**src/rtl/vga_sink.sv**
```systemverilog
// Receive-side VGA timing decoder: measures line/frame timing, locks, recovers sx/sy/de.
// Optional per-frame pixel checksum is built when VGA_SINK_CKSUM_EN is defined.
module vga_sink #(
   parameter int unsigned H_RES       = 640,
   parameter int unsigned V_RES       = 480,
   parameter int unsigned H_BP        = 48,
   parameter int unsigned V_BP        = 33,
   parameter bit          SYNC_POL    = 1'b0,
   parameter int unsigned LOCK_FRAMES = 2
) (
   input  logic        clk_25MHz,
   input  logic        btn_rst_n,
   input  logic        vga_hsync,
   input  logic        vga_vsync,
   input  logic [7:0]  vga_r,
   input  logic [7:0]  vga_g,
   input  logic [7:0]  vga_b,
   output logic        locked,
   output logic        de,
   output logic [15:0] sx,
   output logic [15:0] sy,
   output logic [7:0]  pix_r,
   output logic [7:0]  pix_g,
   output logic [7:0]  pix_b,
   output logic [15:0] h_period,
   output logic [15:0] v_lines,
   output logic        frame_done,
   output logic [31:0] frame_sum
);

   typedef enum logic [1:0] {StSearch, StMeasure, StLocking, StLocked} state_t;

   localparam logic [15:0] HBEG = 16'(H_BP);
   localparam logic [15:0] HEND = 16'(H_BP + H_RES);
   localparam logic [15:0] VBEG = 16'(V_BP);
   localparam logic [15:0] VEND = 16'(V_BP + V_RES);

   state_t      r_state, w_state_next;
   logic        r_hs_act, r_vs_act, r_hs_act_d, r_vs_act_d;
   logic [7:0]  r_r1, r_g1, r_b1;
   logic [15:0] r_hcnt, r_vcnt, r_ref_h, r_ref_v, r_sx, r_sy;
   logic [3:0]  r_good, w_good_next, w_good_inc;
   logic        w_h_deas, w_v_deas, w_v_as, w_mismatch, w_ref_load, w_de, w_frame_end;
   logic [15:0] w_hcnt_p1, w_vcnt_p1, w_sx, w_sy;

   // Sync levels are normalised to "active" so the rest of the logic is polarity-free.
   always_ff @(posedge clk_25MHz or negedge btn_rst_n) begin
      if (!btn_rst_n) begin
         r_hs_act   <= 1'b0;
         r_vs_act   <= 1'b0;
         r_hs_act_d <= 1'b0;
         r_vs_act_d <= 1'b0;
         r_r1       <= '0;
         r_g1       <= '0;
         r_b1       <= '0;
         pix_r      <= '0;
         pix_g      <= '0;
         pix_b      <= '0;
      end else begin
         r_hs_act   <= (vga_hsync == SYNC_POL);
         r_vs_act   <= (vga_vsync == SYNC_POL);
         r_hs_act_d <= r_hs_act;
         r_vs_act_d <= r_vs_act;
         r_r1       <= vga_r;
         r_g1       <= vga_g;
         r_b1       <= vga_b;
         pix_r      <= r_r1;
         pix_g      <= r_g1;
         pix_b      <= r_b1;
      end
   end

   assign w_h_deas  = r_hs_act_d & ~r_hs_act;
   assign w_v_deas  = r_vs_act_d & ~r_vs_act;
   assign w_v_as    = ~r_vs_act_d & r_vs_act;
   assign w_hcnt_p1 = r_hcnt + 16'd1;
   assign w_vcnt_p1 = r_vcnt + 16'd1;
   assign w_good_inc = r_good + 4'd1;

   assign w_mismatch = (w_h_deas && (w_hcnt_p1 != r_ref_h)) ||
                       (w_v_deas && (w_vcnt_p1 != r_ref_v)) ||
                       (r_hcnt == 16'hFFFF);

   always_comb begin
      w_state_next = r_state;
      w_good_next  = r_good;
      w_ref_load   = 1'b0;
      unique case (r_state)
         StSearch:  if (w_v_deas) w_state_next = StMeasure;
         StMeasure: begin
            if (w_v_deas) begin
               w_state_next = StLocking;
               w_ref_load   = 1'b1;
               w_good_next  = '0;
            end
         end
         StLocking: begin
            if (w_mismatch) begin
               w_state_next = StSearch;
            end else if (w_v_deas) begin
               w_good_next = w_good_inc;
               if (32'(w_good_inc) == LOCK_FRAMES) w_state_next = StLocked;
            end
         end
         StLocked:  if (w_mismatch) w_state_next = StSearch;
         default:   w_state_next = StSearch;
      endcase
   end

   always_ff @(posedge clk_25MHz or negedge btn_rst_n) begin
      if (!btn_rst_n) begin
         r_state  <= StSearch;
         r_good   <= '0;
         r_ref_h  <= '0;
         r_ref_v  <= '0;
         r_hcnt   <= '0;
         r_vcnt   <= '0;
         h_period <= '0;
         v_lines  <= '0;
         r_sx     <= '0;
         r_sy     <= '0;
         frame_done <= 1'b0;
      end else begin
         r_state <= w_state_next;
         r_good  <= w_good_next;
         if (w_ref_load) begin
            r_ref_h <= h_period;
            r_ref_v <= w_vcnt_p1;
         end
         if (w_h_deas) r_hcnt <= '0;
         else if (r_hcnt != 16'hFFFF) r_hcnt <= w_hcnt_p1;
         if (w_v_deas) r_vcnt <= '0;
         else if (w_h_deas) r_vcnt <= w_vcnt_p1;
         if (w_h_deas) h_period <= w_hcnt_p1;
         if (w_v_deas) v_lines <= w_vcnt_p1;
         if (w_de) begin
            r_sx <= w_sx;
            r_sy <= w_sy;
         end
         frame_done <= w_frame_end;
      end
   end

   // Counters track the pixel currently held in pix_*, so de/sx/sy line up with it.
   assign locked = (r_state == StLocked);
   assign w_de = locked && (r_hcnt >= HBEG) && (r_hcnt < HEND) &&
                 (r_vcnt >= VBEG) && (r_vcnt < VEND);
   assign de   = w_de;
   assign w_sx = r_hcnt - HBEG;
   assign w_sy = r_vcnt - VBEG;
   assign sx   = w_de ? w_sx : r_sx;
   assign sy   = w_de ? w_sy : r_sy;
   assign w_frame_end = locked && w_v_as && !w_mismatch;

`ifdef VGA_SINK_CKSUM_EN
   logic [31:0] r_acc;

   always_ff @(posedge clk_25MHz or negedge btn_rst_n) begin
      if (!btn_rst_n) begin
         r_acc     <= '0;
         frame_sum <= '0;
      end else begin
         if (w_v_deas) r_acc <= '0;
         else if (w_de) r_acc <= r_acc + {24'd0, pix_r} + {24'd0, pix_g} + {24'd0, pix_b};
         if (w_frame_end) frame_sum <= r_acc;
      end
   end
`else
   assign frame_sum = '0;
`endif

endmodule
```
**config.mk**
```make
export PLATFORM = sky130hd
export DESIGN_NAME = vga_sink
export DESIGN_NICKNAME = d
export VERILOG_FILES = /design/src/rtl/vga_sink.sv
export SDC_FILE = /design/constraint.sdc
export NUM_CORES = 1
export LEC_CHECK = 0
export ABC_CLOCK_PERIOD_IN_PS = 3750
export CAP_MARGIN = 10
export CORE_MARGIN = 3
export CORE_UTILIZATION = 50
export CTS_BUF_LIST = sky130_fd_sc_hd__clkbuf_8
export DETAILED_ROUTE_END_ITERATION = 8
export PLACE_DENSITY = 0.88
export SLEW_MARGIN = 20
export SYNTH_ARGS = -nofsm -noshare
export SYNTH_HDL_FRONTEND = slang
export SYNTH_SLANG_ARGS = --single-unit
```
**constraint.sdc**
```tcl
create_clock -name clk_25MHz -period 3.75 [get_ports clk_25MHz]
set_input_delay 0.75 -clock clk_25MHz [delete_from_list [all_inputs] [get_ports clk_25MHz]]
set_output_delay 0.75 -clock clk_25MHz [all_outputs]
set_load 0.03 [all_outputs]
```
After elaboration in Yosys (flattened, before gate mapping) --
Cells that the tools add are included.
Storage, ports and cells: register bits 187, bits of input ports 28, output and inout port bits 123
Operators by class: add/sub/neg operators 5, order comparisons 4, equal/unequal tests 15, multiplexer cells 19, bitwise gates (word level) 8, reduce and logical (&&, ||, !) cells 17
Operators with widths (number):
- two-way mux 16 bit | 6
- adder 16 x 1 -> 16 bit, second input constant | 2
- greater-or-equal comparator 16 x 6 -> 1 bit, second input constant | 2
- less-than comparator 16 x 10 -> 1 bit, second input constant | 2
- inequality test 16 bit | 2
- subtractor 16 x 6 -> 16 bit, second input constant | 2
- equality test 16 bit, second input constant | 1
- inequality test 16 bit, second input constant | 1
- two-way mux 2 bit | 6
- two-way mux 4 bit | 3
- logical AND 1 bit | 8
- inequality test 2 bit, second input constant | 4
- one-hot mux 2 bit (4 select lines) | 1
- one-hot mux 4 bit (2 select lines) | 1
- inequality test 3 bit, second input constant | 2
- nonzero test 2 bit | 3
- inverter 1 bit | 5
- AND reduction 5 bit | 1
- adder 4 x 1 -> 4 bit, second input constant | 1
- equality test 2 bit, second input constant | 2
- equality test 4 x 2 -> 1 bit, second input constant | 1
- AND reduction 4 bit | 1
- bitwise AND 1 bit | 3
- equality test 2 x 1 -> 1 bit, second input constant | 1
- other kinds (5) | 7

Longest topological paths before layout --
Gate-level depths: netlist of the first run.
depth in word-level cells 7, mapped depth 11, depth with buffers taken out 10

Worst setup path before layout of the first run --
OpenSTA, ideal clock, no wires.
kind reg2out, from register r_state[1], to output sy[4], data arrival time 3625 ps, slack -625 ps, cell stages (with the launch flop) 10, path buffers 1, cell sequence dfrtp_1 -> clkbuf_1 -> inv_1 -> nor2_1 -> nand2_1 -> nor3_1 -> nand4_1 -> nor4_1 -> nor2_1 -> a31oi_1
On the way: word-level cells in the longest chain between the ends 6
RTL lines:
- start, declared | RTL line 38 | state_t r_state, w_state_next;
- start signal, assigned | RTL line 112 | r_state <= StSearch;
- start signal, assigned | RTL line 124 | r_state <= w_state_next;
- equality test 2 bit | RTL line 145 | assign locked = (r_state == StLocked);
- via locked | RTL line 18 | output logic locked,
- logical AND 1 bit (3 in a row) | RTL line 146 | assign w_de = locked && (r_hcnt >= HBEG) && (r_hcnt < HEND) &&
- logical AND 1 bit | RTL line 147 | (r_vcnt >= VBEG) && (r_vcnt < VEND);
- via de | RTL line 19 | output logic de,
- two-way mux 16 bit
- end, declared | RTL line 21 | output logic [15:0] sy,
The timed path passes the listed nets, and every way through them passes these cells.

Worst setup path in the final report of the first run --
from register r_state[0], to output sy[1]
On the way: word-level cells in the longest chain between the ends 6
RTL lines (RTL line):
- equality test 2 bit | 145
- logical AND 1 bit (3 in a row) | 146
- logical AND 1 bit | 147
- two-way mux 16 bit
No other way between the ends.

==> results.cfg, run 1 <==
[logic_synthesis]
synth_flop_cell = dfrtp_1
ys_seq_elements = 187
synth.most_common_cell = dfrtp_1
postSynthCellCount = 868
async_flop_share = 1.00
yosysTopAreaCell = dfrtp_1
syn_area_per_cell_um2 = 9.94
ys_types = 64
syn_area_mm2 = 0.00862
yosysWarningCount = 0
ys_top_cells_by_count = 187 x dfrtp_1, 160 x nand2_1, 73 x o21ai_0
synth_edf_count = 0
yosysSeqAreaShare = 0.543
synth_top_area_frac = 0.543
synth_area_leaders = dfrtp_1 54%, nand2_1 7.0%, xnor2_1 5.2%

[critical_path]
critPathMaxFanout = 18
worst-endpoint-arrival_ns = 2.88
endpoint_kind = output pin
critical_path_class = reg2out
worstPathRequired_ns = 3.00
r2r_setup_slack_ns = 0.39
r2r-start = r_vcnt[0]$_DFFE_PN0P_
reg2reg_to = r_good[2]$_DFFE_PN0P_
r2r.worst_path.cells = 12
startpoint_type = flop

[sta]
finalClockSkew_ns = 0.0138
tightestPinTransition_ns = 0.829
finalCriticalPeriod_ns = 3.63
finalSetupViolCount = 0
max_freq_mhz = 276
post-route-period-util = 0.967
slew_headroom = 0.446
hold_viol_final = 0
slew_viol_final = 0
rsz0062_at_grt = yes
timing.hold.ws_ns = 0.244

[pwr]
switching_power_mw = 1.51
power_frac_clock = 0.288
pwr_density_cell_mw_per_mm2 = 436
seqPwrFrac = 0.505
p_int_mw = 3.01
peakVddDrop_v = 0.000319
power.leakage_nw = 4.66
sw_frac_of_total = 0.334
p_comb_frac = 0.207

[placement]
gp_congestion = 0.960
io_buffers = 118
place_inst = 1173
place_hpwl_um = 13700

[cts]
cts_max_level = 4
cts_tree = done
cts_sinks = 187
path_clk_slew_ns = 0.09
cts_buffer_depth = 2
cts-root-buf = clkbuf_8
cts-buffers-inserted = 17
worstSkewPairLatency_ns = 0.48

[global_routing]
grt_antenna_before_repair = 0
grt_pass1_vias = 6238
grt_max_degree = 85
grt_pass1_wl_um = 31600
grt.total_usage = 0.213
overflow = 0

[route]
via_count = 6469
drt_pass1_iterations = 5
post-route-drc-count = 0
totalWireLength_um = 19200
wl_per_cell_um = 15.8
viasPerCell = 5.34
antenna_left = 0
drt_iter0_drc = 587

[min_path]
worst_hold_path_type = in2async

[layout]
area_growth_syn_to_layout_pct = 20.4
layout-drive-gt1-share = 0.135
fin_nets = 1016
diodes = 0
stdcell_count = 1212

[die]
die_w_um = 137
start_util = 0.515
fp-row-count = 47
die_h_um = 137
core_mm2 = 0.0168
die_area_mm2 = 0.0189
num_io_pins = 151

[outcome]
status = finished, final reports clean

[run]
drv_cap = 0
registers in the layout, summed over array words and instances, names as in the netlist, 4 cells and up:
register / flops
h_period: 16
r_hcnt: 16
r_ref_h: 16
r_ref_v: 16
r_sx: 16
r_sy: 16
r_vcnt: 16
v_lines: 16
pix_b: 8
pix_g: 8
pix_r: 8
r_b1: 8
r_g1: 8
r_r1: 8
r_good: 4
critical path, stage by stage, from the launching register on:
cell,delay [ns]
dfrtp_2,0.42
inv_1,0.14
nor2_4,0.17
nand2_1,0.08
nor3_1,0.14
nand4_1,0.18
or4_4,0.55
buf_4,0.21
o21ai_0,0.28
buf_4,0.23
power groups by stage:
| stage | combinational (mW) | clock [mW] | sequential, mW |
|---|---|---|---|
| global placement | 0.845 | 0 | 2.32 |
| floorplan | 0.580 | 0 | 2.34 |
| global route | 1.03 | 1.43 | 2.30 |
| CTS | 0.879 | 1.34 | 2.29 |
| finish | 0.938 | 1.30 | 2.28 |
| detailed placement | 0.856 | 0 | 2.33 |
through the flow:
stage	util	total power [mW]	cell area (µm²)	worst slack, ns	setup TNS, ns
after floorplan	-	2.92	8770	-0.194	-1.32
after global placement	0.589	3.17	9880	0.320	0
after detailed placement	0.589	3.19	9880	0.263	0
after CTS	0.615	4.51	10300	0.0168	0
after global routing	0.619	4.76	10400	-0.0179	-0.0480
final	0.619	4.53	10400	0.122	0
repair_timing:
| action | CTS | global route |
|---|---|---|
| setup endpoints to repair | 30 | 32 |
| pin swaps | 0 | 1 |
| buffers inserted | 2 | 5 |
| gates cloned | 0 | 0 |
| resized for setup | 12 | 13 |
| hold buffers | 0 | 0 |
kinds of logic after synthesis:
group                    Yosys count  share of synthesized area
AND/OR/NAND/NOR                  322                      0.182
flip-flops                       187                      0.543
AO/OA/AOI/OAI                    148                      0.101
buffers and inverters            115                     0.0683
XOR/XNOR                          82                     0.0882
adder cells (fa/ha/maj)            9                     0.0131
multiplexers                       4                    0.00464
other                              1                   0.000435
worst max path at each step:
stage                                      start  cells past startpoint     end
final                     r_state[0]$_DFFE_PN0P_                      9   sy[1]
after global routing       r_vcnt[0]$_DFFE_PN0P_                      9   sy[2]
after CTS                 r_state[0]$_DFFE_PN0P_                     10  sx[10]
after detailed placement  r_state[1]$_DFFE_PN0P_                     10  sy[15]
after global placement    r_state[1]$_DFFE_PN0P_                     10  sy[15]
after floorplan           r_state[1]$_DFFE_PN0P_                     10   sx[0]
layer usage:
| layer | GRT usage | vias to the layer above | wire length, µm |
|---|---|---|---|
| met1 | 0.276 | 3132 | 8160 |
| met5 | 0 | - | 0 |
| met4 | 0.0604 | 0 | 269 |
| met3 | 0.0482 | 25 | 1080 |
| li1 | - | 3075 | - |
| met2 | 0.362 | 237 | 9690 |
cell usage in the layout (no fill, tap or decap), types with 19 or more instances in the layout:
| cell type | Yosys | layout |
|---|---|---|
| dfrtp_1 | 187 | 181 |
| nand2_1 | 160 | 160 |
| clkdlybuf4s50_1 | 0 | 85 |
| o21ai_0 | 73 | 69 |
| buf_4 | 35 | 59 |
| xnor2_1 | 51 | 51 |
| nor2_1 | 40 | 36 |
| conb_1 | 1 | 32 |
| a21oi_1 | 38 | 31 |
| xor2_1 | 28 | 28 |
| inv_1 | 26 | 27 |
| nand4_1 | 19 | 19 |
final cells by class:
cell class | count | area [µm²]
Fill cell | 1351 | 6380
Inverter | 26 | 97.6
Clock buffer | 17 | 234
Timing Repair Buffer | 150 | 1380
Multi-Input combinational cell | 597 | 3560
Tap cell | 220 | 275
Sequential cell | 187 | 4690
Clock inverter | 15 | 149
Power figures use the tool's default switching activity.
==> run 2: changes to the inputs <==
--- a/config.mk
+++ b/config.mk
@@ -12,6 +12,7 @@
 export CTS_BUF_LIST = sky130_fd_sc_hd__clkbuf_8
 export DETAILED_ROUTE_END_ITERATION = 8
 export PLACE_DENSITY = 0.88
+export SKIP_LAST_GASP = 1
 export SLEW_MARGIN = 20
 export SYNTH_ARGS = -nofsm -noshare
 export SYNTH_HDL_FRONTEND = slang
==> run 2 against run 1 <==
Against the previous run:
- via count up 0.20%
- non-clock buffer count unchanged
- combinational power about the same
- die area unchanged
- critical path depth unchanged
- clock power about the same
- core utilization about the same
- global-route usage about the same
- clock-buffer cell count unchanged
- clock skew about the same
- hold slack better by 0.0034 ns
- highest routed layer unchanged
==> results.cfg, run 2 (same netlist as run 1, synthesis figures left out) <==
[layout]
final-seq-area_mm2 = 0.00469
layout-drive-gt1-share = 0.134
layout_common_cells = 181 x dfrtp_1, 160 x nand2_1, 85 x clkdlybuf4s50_1
diodes = 0
fin_area_mm2 = 0.0104
area_growth_syn_to_layout_pct = 20.3
post-route-util = 0.619
fillers = 1350
fin_nets = 1016
final_common_cell = dfrtp_1
multi_input_area_mm2 = 0.00356

[pwr]
pwr_density_cell_mw_per_mm2 = 436
seqPwrFrac = 0.505
switching_power_mw = 1.51
total_power_mw = 4.52
p_comb_frac = 0.207
sw_frac_of_total = 0.333
p_int_mw = 3.01
power_frac_clock = 0.288
power.leakage_nw = 4.66
peakVddDrop_v = 0.000319

[sta]
max_freq_mhz = 276
finalSetupViolCount = 0
post-route-period-util = 0.968
tightestPinTransition_ns = 0.825
hold_viol_final = 0
finalClockSkew_ns = 0.0141
slew_viol_final = 0
slew_headroom = 0.449
fin_tns_setup_ns = 0
rsz0062_at_grt = yes
finalCriticalPeriod_ns = 3.63

[route]
viasPerCell = 5.35
antenna_left = 0
drt_pass1_iterations = 5
wl_per_cell_um = 15.8
post-route-drc-count = 0
via_count = 6482
totalWireLength_um = 19200
drt_iter0_drc = 527

[critical_path]
cp_cell_sequence = inv_1 -> nor2_4 -> nand2_1 -> nor3_1 -> nand4_1 -> or4_4 -> buf_4 -> o21ai_0 -> buf_4
worst_path_most_repeated_cell = buf_4
critical_path.slowest_cell = or4_4
r2r_setup_slack_ns = 0.39
max_stage_delay_ns = 0.54
worstPathRequired_ns = 3.00
startpoint_type = flop
critical_path_class = reg2out
critPathMaxFanout = 18
worst-endpoint-arrival_ns = 2.88
endpoint_kind = output pin

[placement]
io_buffers = 118
gp_congestion = 0.960
placement.cell_area_mm2 = 0.00988
place_hpwl_um = 13700

[cts]
cts_max_level = 4
cts_sinks = 187
path_clk_slew_ns = 0.09
cts-buffers-inserted = 17
cts-root-buf = clkbuf_8
cts_tree = done
cts_buffer_depth = 2
worstSkewPairLatency_ns = 0.48

[die]
start_util = 0.515
die_area_mm2 = 0.0189
core_mm2 = 0.0168
fp-row-count = 47
die_w_um = 137
num_io_pins = 151
die_h_um = 137

[global_routing]
grt_pass1_vias = 6227
overflow = 0
grt_max_degree = 85
grt.total_usage = 0.213
grt_pass1_wl_um = 31600
grt_antenna_before_repair = 0

[run]
drv_cap = 0

[outcome]
status = finished, final reports clean

[min_path]
worst_hold_path_type = in2async
[run 2: cell types whose count changed in the layout (fill, tap and decap cells not counted)]
cell    change
nor2_1      +1
nor2_2      -1
[run 2: metrics by stage]
step | std cells | worst slack (ns) | hold WS, ns
after detailed placement | 1173 | 0.263 | 0.335
after global placement | 1173 | 0.320 | 0.332
after floorplan | 899 | -0.194 | 0.331
after global routing | 1212 | -0.0179 | 0.252
after CTS | 1207 | -0.0191 | 0.245
final | 1212 | 0.121 | 0.248
[run 2: layer usage]
metal | vias up | share of wire | global-route usage | wire length, µm
met1 | 3130 | 0.42 | 0.276 | 8090
met5 | - | 0 | 0 | 0
met4 | 0 | 0.016 | 0.0604 | 300
li1 | 3078 | - | - | -
met2 | 244 | 0.50 | 0.362 | 9680
met3 | 30 | 0.058 | 0.0478 | 1120
[run 2: area by class of cell]
type	count	share of cell area
well taps	220	0.0265
repair buffers	150	0.133
clock buffers	17	0.0225
multi-input cells	597	0.343
inverters	26	0.00940
clock inverters	15	0.0143
flip-flops and latches	187	0.452
[run 2: critical path, delay by kind of cell, from the launching register on]
| family | cells | cell delay (ns) |
|---|---|---|
| AO/OA/AOI/OAI | 1 | 0.28 |
| buffers and inverters | 3 | 0.58 |
| AND/OR/NAND/NOR | 5 | 1.11 |
| flip-flops | 1 | 0.43 |
[run 2: power by group through the flow]
| stage | Combinational, mW | Clock, mW | Sequential [mW] |
|---|---|---|---|
| 6_report | 0.936 | 1.30 | 2.29 |
| 5_1_grt | 1.03 | 1.43 | 2.30 |
| 4_1_cts | 0.879 | 1.34 | 2.29 |
| 3_5_place_dp | 0.856 | 0 | 2.33 |
| 3_3_place_gp | 0.845 | 0 | 2.32 |
| 2_1_floorplan | 0.580 | 0 | 2.34 |
[run 2: final timing paths]
| kind | from | end | depth (start not counted) |
|---|---|---|---|
| setup reg to reg | r_vcnt[0]$_DFFE_PN0P_ | r_good[0]$_DFFE_PN0P_ | 12 |
| hold reg to reg | r_b1[2]$_DFF_PN0_ | pix_b[2]$_DFF_PN0_ | 0 |
| max in group asynchronous | btn_rst_n | r_vcnt[8]$_DFFE_PN0P_ | 2 |
| min in group clk_25MHz | r_b1[2]$_DFF_PN0_ | pix_b[2]$_DFF_PN0_ | 0 |
| hold / removal | btn_rst_n | h_period[12]$_DFFE_PN0P_ | 1 |
| setup / recovery | r_state[0]$_DFFE_PN0P_ | sy[1] | 9 |
[run 2: repair_timing]
item | in CTS | in global routing
buffers inserted | 2 | 5
setup endpoints to repair | 30 | 32
gates resized for setup | 10 | 14
pin swaps | 0 | 1
hold buffers | 0 | 0
==> run 3: changes to the inputs <==
==> constraint.sdc (replaced) <==
create_clock -name clk_25MHz -period 3.75 [get_ports clk_25MHz]
set_input_delay 0.75 -clock clk_25MHz [delete_from_list [all_inputs] [get_ports clk_25MHz]]
set_output_delay 0.75 -clock clk_25MHz [all_outputs]
set_load 0.01 [all_outputs]
==> run 3 against run 2 <==
Against the previous run:
- via count increased by 1.9%
- final cell count increased by 1.3%
- register-to-register slack improved by 0.11 ns
- hold slack improved by 0.10 ns
- clock skew decreased by 0.00063 ns
- die area unchanged
- fmax decreased by 1.9%
- non-clock buffer count increased by 16
- critical endpoint is now sx[15]
- largest power group unchanged
==> results.cfg, run 3 (same netlist as run 1, synthesis figures left out) <==
[cts]
cts-buffers-inserted = 17
path_clk_slew_ns = 0.11
cts-root-buf = clkbuf_8
cts_sinks = 187
cts_tree = done
cts_hold_buf = 0
cts_buffer_depth = 2
cts_max_level = 4
worstSkewPairLatency_ns = 0.47

[sta]
slew_headroom = 0.399
finalSetupViolCount = 0
fin_tns_setup_ns = 0
finalClockSkew_ns = 0.0134
post-route-period-util = 0.987
hold_viol_final = 0
tightestPinTransition_ns = 0.902
max_freq_mhz = 270
finalCriticalPeriod_ns = 3.70
slew_viol_final = 0
rsz0062_at_grt = yes
timing.hold.ws_ns = 0.352
fin_ws_ns = 0.0487

[layout]
diodes = 0
fillers = 1344
final_common_cell = dfrtp_1
fin_area_mm2 = 0.0106
area_growth_syn_to_layout_pct = 22.7
fin_nets = 1032
stdcell_count = 1228
post-route-util = 0.631
layout_common_cells = 185 x dfrtp_1, 159 x nand2_1, 87 x clkdlybuf4s50_1
layout-drive-gt1-share = 0.124

[critical_path]
startpoint_type = flop
cp_cell_sequence = or3_1 -> or4_1 -> a211oi_1 -> xor2_1 -> nor2_2 -> a21oi_1 -> dlygate4sd2_1
endpoint_kind = output pin
r2r-start = r_vcnt[0]$_DFFE_PN0P_
critical_path_class = reg2out
critPathMaxFanout = 10
cp_num_buf_inv = 1
worstPathRequired_ns = 3.00
startpoint = r_hcnt[6]$_DFFE_PN0P_
worst-endpoint-arrival_ns = 2.95
crit_family = simple AND/OR/NAND/NOR gates
max_stage_delay_ns = 0.51
critical_path.slowest_cell = dfrtp_2

[die]
die_w_um = 137
die_area_mm2 = 0.0189
fp-row-count = 47
start_util = 0.515
num_io_pins = 151
die_h_um = 137
core_mm2 = 0.0168

[pwr]
pwr_density_cell_mw_per_mm2 = 427
power_frac_clock = 0.297
peakVddDrop_v = 0.000413
p_comb_frac = 0.199
seqPwrFrac = 0.504
switching_power_mw = 1.47
p_int_mw = 3.04
sw_frac_of_total = 0.326
power.leakage_nw = 4.85
total_power_mw = 4.51

[global_routing]
grt_pass1_wl_um = 32900
grt_max_degree = 96
grt.total_usage = 0.221
grt_antenna_before_repair = 0
grt_pass1_vias = 6429
overflow = 0

[placement]
place_inst = 1192
gp_congestion = 0.901
io_buffers = 118
pre_cts_ws_ns = 0.228
placement.cell_area_mm2 = 0.0101
place_hpwl_um = 14100

[outcome]
status = finished, final reports clean

[route]
antenna_left = 0
drt_pass1_iterations = 6
wl_per_cell_um = 16.4
totalWireLength_um = 20200
viasPerCell = 5.38
drt_iter0_drc = 604
via_count = 6605
post-route-drc-count = 0

[run]
drv_cap = 0

[min_path]
worst_hold_path_type = in2async
[run 3: cell count changes in the layout (fill, tap and decap cells not counted), sizes merged]
cell | before | now
dlygate4sd2 | 2 | 13
clkdlybuf4s50 | 85 | 87
bufbuf | 0 | 1
clkdlybuf4s15 | 0 | 8
clkinv | 2 | 6
inv | 37 | 35
buf | 62 | 48
clkbuf | 18 | 24
dlymetal6s2s | 0 | 2
clkinvlp | 2 | 0
[run 3: layout make-up]
cell class	count	area [µm²]	share of cell area
multi-input cells	597	3550	0.336
repair buffers	166	1560	0.148
clock inverters	15	174	0.0164
flip-flops and latches	187	4680	0.443
inverters	26	97.6	0.00923
clock buffers	17	234	0.0221
well taps	220	275	0.0260
[run 3: what timing repair did]
item,CTS,global route
endpoints found under the setup margin,32,28
resized for setup,37,46
gates cloned,1,0
pin swaps,0,1
setup buffers,0,3
[run 3: path summary, 6_finish.rpt]
check / to / slack [ns] / depth (start not counted)
setup / recovery: sx[15] / 0.05 / 7
hold / removal: v_lines[6]$_DFFE_PN0P_ / 0.35 / 1
setup reg to reg: r_good[0]$_DFFE_PN0P_ / 0.50 / 13
hold reg to reg: pix_b[1]$_DFF_PN0_ / 0.35 / 0
max in group asynchronous: r_sy[12]$_DFF_PN0_ / 2.67 / 2
min in group clk_25MHz: pix_b[1]$_DFF_PN0_ / 0.35 / 0
[run 3: layer usage]
| layer | up-vias | part of all wire | GRT usage |
|---|---|---|---|
| met1 | 3231 | 0.41 | 0.292 |
| met5 | - | 0 | 0 |
| li1 | 3111 | - | - |
| met3 | 30 | 0.065 | 0.0577 |
| met4 | 0 | 0.018 | 0.0643 |
| met2 | 233 | 0.51 | 0.362 |
[run 3: power by group through the flow]
stage	clock, mW	sequential (mW)	combinational (mW)
after floorplan	0	2.28	0.544
after global placement	0	2.30	0.837
after detailed placement	0	2.31	0.865
after CTS	1.38	2.27	0.873
after global routing	1.47	2.30	0.981
final	1.34	2.28	0.896
